<file path="src/rtl/pipeline_hazard_controller.sv">
// Stall/flush sequencer for the 5-stage pipeline: load-use and taken
// control-transfer hazards, data-memory handshake with timeout, and
// saturating stall/flush event counters. State updates on the falling edge.
module pipeline_hazard_controller #(
   parameter int unsigned CNT_W       = 16,
   parameter int unsigned TO_W        = 8,
   parameter int unsigned MEM_TIMEOUT = 200
) (
   input  logic             clk,
   input  logic             reset,
   input  logic [4:0]       IFID_rs1,
   input  logic [4:0]       IFID_rs2,
   input  logic             IDEX_MemRead,
   input  logic [4:0]       IDEX_rd,
   input  logic             EXMEM_Branch,
   input  logic             EXMEM_Zero,
   input  logic             EXMEM_Jal,
   input  logic             EXMEM_MemRead,
   input  logic             EXMEM_MemWrite,
   input  logic             mem_ready,
   output logic             mem_req,
   output logic             PCWrite,
   output logic             IFID_Write,
   output logic             IDEX_Write,
   output logic             EXMEM_Write,
   output logic             PCSrc,
   output logic             IFID_Flush,
   output logic             IDEX_Flush,
   output logic             EXMEM_Flush,
   output logic             mem_error,
   output logic [CNT_W-1:0] stall_count,
   output logic [CNT_W-1:0] flush_count
);

   typedef enum logic [1:0] {
      ST_RUN,
      ST_MEM_WAIT,
      ST_ERROR
   } state_t;

   state_t          state, stateNext;
   logic [TO_W-1:0] toCnt, toNext;
   logic            stallInc, flushInc, errSet;
   logic            memOp, take, loadUse;

   assign memOp   = EXMEM_MemRead | EXMEM_MemWrite;
   assign take    = (EXMEM_Branch & EXMEM_Zero) | EXMEM_Jal;
   assign loadUse = IDEX_MemRead && (IDEX_rd != 5'd0) &&
                    ((IDEX_rd == IFID_rs1) || (IDEX_rd == IFID_rs2));

   // Next-state, counter events and pipeline controls; controls forced low during reset
   always_comb begin
      stateNext   = state;
      toNext      = toCnt;
      stallInc    = 1'b0;
      flushInc    = 1'b0;
      errSet      = 1'b0;
      mem_req     = 1'b0;
      PCWrite     = 1'b0;
      IFID_Write  = 1'b0;
      IDEX_Write  = 1'b0;
      EXMEM_Write = 1'b0;
      PCSrc       = 1'b0;
      IFID_Flush  = 1'b0;
      IDEX_Flush  = 1'b0;
      EXMEM_Flush = 1'b0;
      unique case (state)
         ST_RUN: begin
            if (memOp && !mem_ready) begin
               mem_req   = 1'b1;
               stateNext = ST_MEM_WAIT;
               toNext    = TO_W'(1);
               stallInc  = 1'b1;
            end else begin
               mem_req = memOp;
               if (take) begin
                  PCSrc       = 1'b1;
                  IFID_Flush  = 1'b1;
                  IDEX_Flush  = 1'b1;
                  EXMEM_Flush = 1'b1;
                  PCWrite     = 1'b1;
                  IFID_Write  = 1'b1;
                  IDEX_Write  = 1'b1;
                  EXMEM_Write = 1'b1;
                  flushInc    = 1'b1;
               end else if (loadUse) begin
                  IDEX_Flush  = 1'b1;
                  IDEX_Write  = 1'b1;
                  EXMEM_Write = 1'b1;
                  stallInc    = 1'b1;
               end else begin
                  PCWrite     = 1'b1;
                  IFID_Write  = 1'b1;
                  IDEX_Write  = 1'b1;
                  EXMEM_Write = 1'b1;
               end
            end
         end
         ST_MEM_WAIT: begin
            mem_req = 1'b1;
            if (mem_ready) begin
               stateNext = ST_RUN;
            end else begin
               stallInc = 1'b1;
               if (toCnt == TO_W'(MEM_TIMEOUT)) begin
                  stateNext = ST_ERROR;
                  errSet    = 1'b1;
               end else begin
                  toNext = toCnt + TO_W'(1);
               end
            end
         end
         ST_ERROR: begin
            stallInc = 1'b1;
         end
         default: begin
            stateNext = ST_RUN;
         end
      endcase
      if (!reset) begin
         mem_req     = 1'b0;
         PCWrite     = 1'b0;
         IFID_Write  = 1'b0;
         IDEX_Write  = 1'b0;
         EXMEM_Write = 1'b0;
         PCSrc       = 1'b0;
         IFID_Flush  = 1'b0;
         IDEX_Flush  = 1'b0;
         EXMEM_Flush = 1'b0;
      end
   end

   // FSM state, timeout counter, sticky error and saturating event counters
   always_ff @(negedge clk or negedge reset) begin
      if (!reset) begin
         state       <= ST_RUN;
         toCnt       <= '0;
         mem_error   <= 1'b0;
         stall_count <= '0;
         flush_count <= '0;
      end else begin
         state <= stateNext;
         toCnt <= toNext;
         if (errSet)
            mem_error <= 1'b1;
         if (stallInc && (stall_count != '1))
            stall_count <= stall_count + CNT_W'(1);
         if (flushInc && (flush_count != '1))
            flush_count <= flush_count + CNT_W'(1);
      end
   end

endmodule

</file>
<file path="config.mk">
export PLATFORM = sky130hd
export DESIGN_NAME = pipeline_hazard_controller
export DESIGN_NICKNAME = d
export VERILOG_FILES = /design/src/rtl/pipeline_hazard_controller.sv
export SDC_FILE = /design/constraint.sdc
export NUM_CORES = 1
export LEC_CHECK = 0
export BUFFER_PORTS_ARGS = -buffer_cell sky130_fd_sc_hd__buf_4
export CAP_MARGIN = 20
export CORE_AREA = 2 2 73 75
export DETAILED_ROUTE_END_ITERATION = 10
export DIE_AREA = 0 0 75 77
export PLACE_DENSITY_LB_ADDON = 0.12
export SYNTH_ARGS = -nofsm -noshare
export SYNTH_HDL_FRONTEND = slang
export SYNTH_SLANG_ARGS = --single-unit
</file>
<file path="constraint.sdc">
create_clock -name clk -period 1.8 [get_ports clk]
set_input_delay 0.18 -clock clk [delete_from_list [all_inputs] [get_ports clk]]
set_output_delay 0.18 -clock clk [all_outputs]
set_load 0.005 [all_outputs]
</file>
==> key figures <==
Routing
  • 1st-iter DRT viols: 182
  • DR pass1 iterations: 5
  • Wirelength per Cell: 15.9 um
  • Drt total wl: ~7400 um
  • Vias per cell: 5.04
  • DR vias: between 2k and 2.5k
  • Antenna viol nets, final: 0
  • Drt drc: 0

Timing
  • Worst Tran Pin Value: 0.364 ns
  • RSZ-0062 raised after global routing: true
  • Hold Violations, Final: 0
  • Slew Viols, Final: 0
  • Clk_skew: between 0.006 and 0.007 ns
  • Final setup viols: 83
  • Setup WS post-layout: -0.672 ns
  • Slew headroom: 0.756
  • Setup TNS: -26.55 ns

Layout
  • Most common cell after layout, fill and taps aside: buf_4
  • Post-Route Utilization: 0.852
  • Fin nets: roughly 420
  • Post-Layout Cell Count: about 460
  • Antenna cells: 0
  • Share of cells above drive strength 1: 0.606
  • Commonest non-fill, non-tap cells in the layout: buf_4 (130), dfrtn_1 (43), buf_6 (42)
  • Area growth, synth to finish: 85.9%

Power and ir drop
  • Leakage: between 0.002 and 0.0025 uW
  • Final Power: 3650 uW
  • Power Dens Cells: roughly 860 nW/um^2
  • Peak VDD IR: between 0.5 and 0.6 mV

Yosys
  • Async set-or-reset flop fraction in the synthesized netlist: 1.00
  • Post-synth EDFFs: 0
  • Post-synth top flop: dfrtn_1
  • Post-Synth XOR/XNOR Area: 0.169
  • Post-Syn Instances: 217
  • Main combinational cell family by area after synthesis: simple AND/OR/NAND/NOR gates
  • Syn Std Cell Area: around 2300 sq um
  • Seq/Total Area, Yosys: 0.471
  • Synth Area per Inst: 10.5 sq um
  • Yosys cell types: 44
  • Synth Area in Adders: 0.0219
  • Syn Nets: 245
  • Post-synthesis compound-gate area fraction: 0.0669
  • Synth Area in Simple Gates: 0.227
  • Mux cell area share after synthesis: 0.0148
  • #FFs+latches synth: 43
  • Warnings from Yosys: 0

Worst setup path
  • Setup crit start kind: flop
  • CP Data Required Time: about 1.6 ns
  • Crit Path Max Fanout: 3
  • Nature of the critical path endpoint: output pin
  • WS Path Type: flop to output pin
  • Data arrival, critical path: approximately 2.3 ns

Floorplan
  • Die W: ~75 um
  • I/O pins: 66
  • Chip Height: a little under 80 um
  • Starting Density: 0.459
  • Die ar.: 5780 sq um
  • CORE AREA: between 4000 and 5000 sq um
  • Row count: 26

Run status
  • Violated checks: setup timing
  • Status: finished, violations left

GRT
  • Largest net degree at the start of global routing: 20
  • Grt total ovfl: 0
  • Gr usage total: 0.232
  • Initial antenna violation count: 0
  • First-pass GRT wire length: 10,500 um
  • Vias in the first global route: around 2.3k

Clock network
  • Clock Pin Slew Worst Setup and Hold Paths: about 0.050 ns
  • Max H-tree Level: 2
  • CTS tree: built
  • CTS root buf: clkbuf_8
  • Worst-Skew Late Latency: around 0.30 ns
  • CTS Buf Count: 5
  • CTS Sinks: 43
  • Clock Tree Buf Depth: 2

Placed design
  • Dpl cells: slightly below 400
  • PortBufs: 65
  • Detailed placement HPWL: around 4000 um
  • Final Wtd Congestion: roughly 0.78

Min path
  • HP Class: flop to flop

Job
  • Max cap viols: 0
==> cells in the mapped netlist (all sizes together), types with 2 or more instances <==
cell | number | area, sq um
a21oi | 4 | 20.0
nand3 | 16 | 80.1
o211ai | 2 | 15.0
or2 | 2 | 12.5
nand2 | 16 | 60.1
inv | 5 | 18.8
nor3 | 4 | 31.3
nand4 | 10 | 62.6
nor2b | 2 | 12.5
nand2b | 2 | 12.5
nand4b | 3 | 26.3
nor2 | 18 | 67.6
and3 | 6 | 37.5
o21ai | 3 | 18.8
dfrtn | 43 | 1080
nor3b | 2 | 15.0
xor2 | 19 | 166
ha | 4 | 50.1
nor4 | 3 | 25.0
and4 | 4 | 40.0
xnor2 | 25 | 219
and2 | 3 | 21.3
mux2 | 3 | 33.8
buf | 7 | 47.6
==> cell families after synthesis <==
kind of cell	count (synthesis)
and+or+nand+nor	93
AOI/OAI and AO/OA	18
adders and majority gates	4
DFF	43
xor gates and xnor gates	44
buffers and inverters	12
muxes	3
==> final timing paths <==
path,slack (ns),to,from,cells past startpoint
worst min-delay path,0.43,mem_error$_DFFE_NN0P_,mem_error$_DFFE_NN0P_,1
max in group asynchronous,0.90,stall_count[1]$_DFFE_NN0P_,reset,2
min in group asynchronous,0.51,flush_count[10]$_DFFE_NN0P_,reset,1
worst min register to register,0.43,mem_error$_DFFE_NN0P_,mem_error$_DFFE_NN0P_,1
worst max register to register,-0.32,stall_count[10]$_DFFE_NN0P_,stall_count[0]$_DFFE_NN0P_,9
worst max-delay path,-0.67,IFID_Write,state[0]$_DFFE_NN0P_,5
==> flip-flops by register name, indices dropped and copies added (netlist names) <==
register	count
state	2
stall_count	16
mem_error	1
flush_count	16
toCnt	8
==> metal layers <==
metal,global-route usage,part of all wire,vias to the layer above
li1,-,-,1104
met1,0.274,0.38,1156
met2,0.417,0.56,51
met3,0.0407,0.027,23
met4,0.0696,0.034,0
met5,0,0,-
==> area by class of cell <==
class	count	area, sq um
Clock inverter	1	30.0
Fill cell	256	734
Inverter	5	18.8
Multi-Input combinational cell	162	1440
Sequential cell	43	1080
Timing Repair Buffer	176	1510
Tap cell	70	87.6
Clock buffer	6	72.6
==> power by group <==
group	internal (uW)	switching, uW
combinational	958	696
clock	407	322
sequential	1150	122
total	2510	1140
==> critical path: stages, from the launching register on <==
cell and delay (ns):
dfrtn_1 0.37, nor2_2 0.16, o211ai_1 0.18, inv_1 0.12
o21a_1 0.15, buf_4 0.11
==> what timing repair did <==
item,CTS,global route
endpoints found under the setup margin,83,83
hold buffers,0,0
buffers inserted,41,20
gates cloned,1,0
pin swaps,24,33
gates resized for setup,57,47
==> metrics by stage <==
| step | cell area (sq um) | hold slack, ns | setup WS, ns |
|---|---|---|---|
| 2_1_floorplan | 2310 | 0.415 | -0.701 |
| 3_3_place_gp | 3230 | 0.413 | -0.870 |
| 3_5_place_dp | 3230 | 0.418 | -0.894 |
| 4_1_cts | 3880 | 0.422 | -0.586 |
| 5_1_grt | 4240 | 0.484 | -0.734 |
| 6_report | 4240 | 0.434 | -0.672 |
No activity file was read; power rests on OpenSTA's default activity.
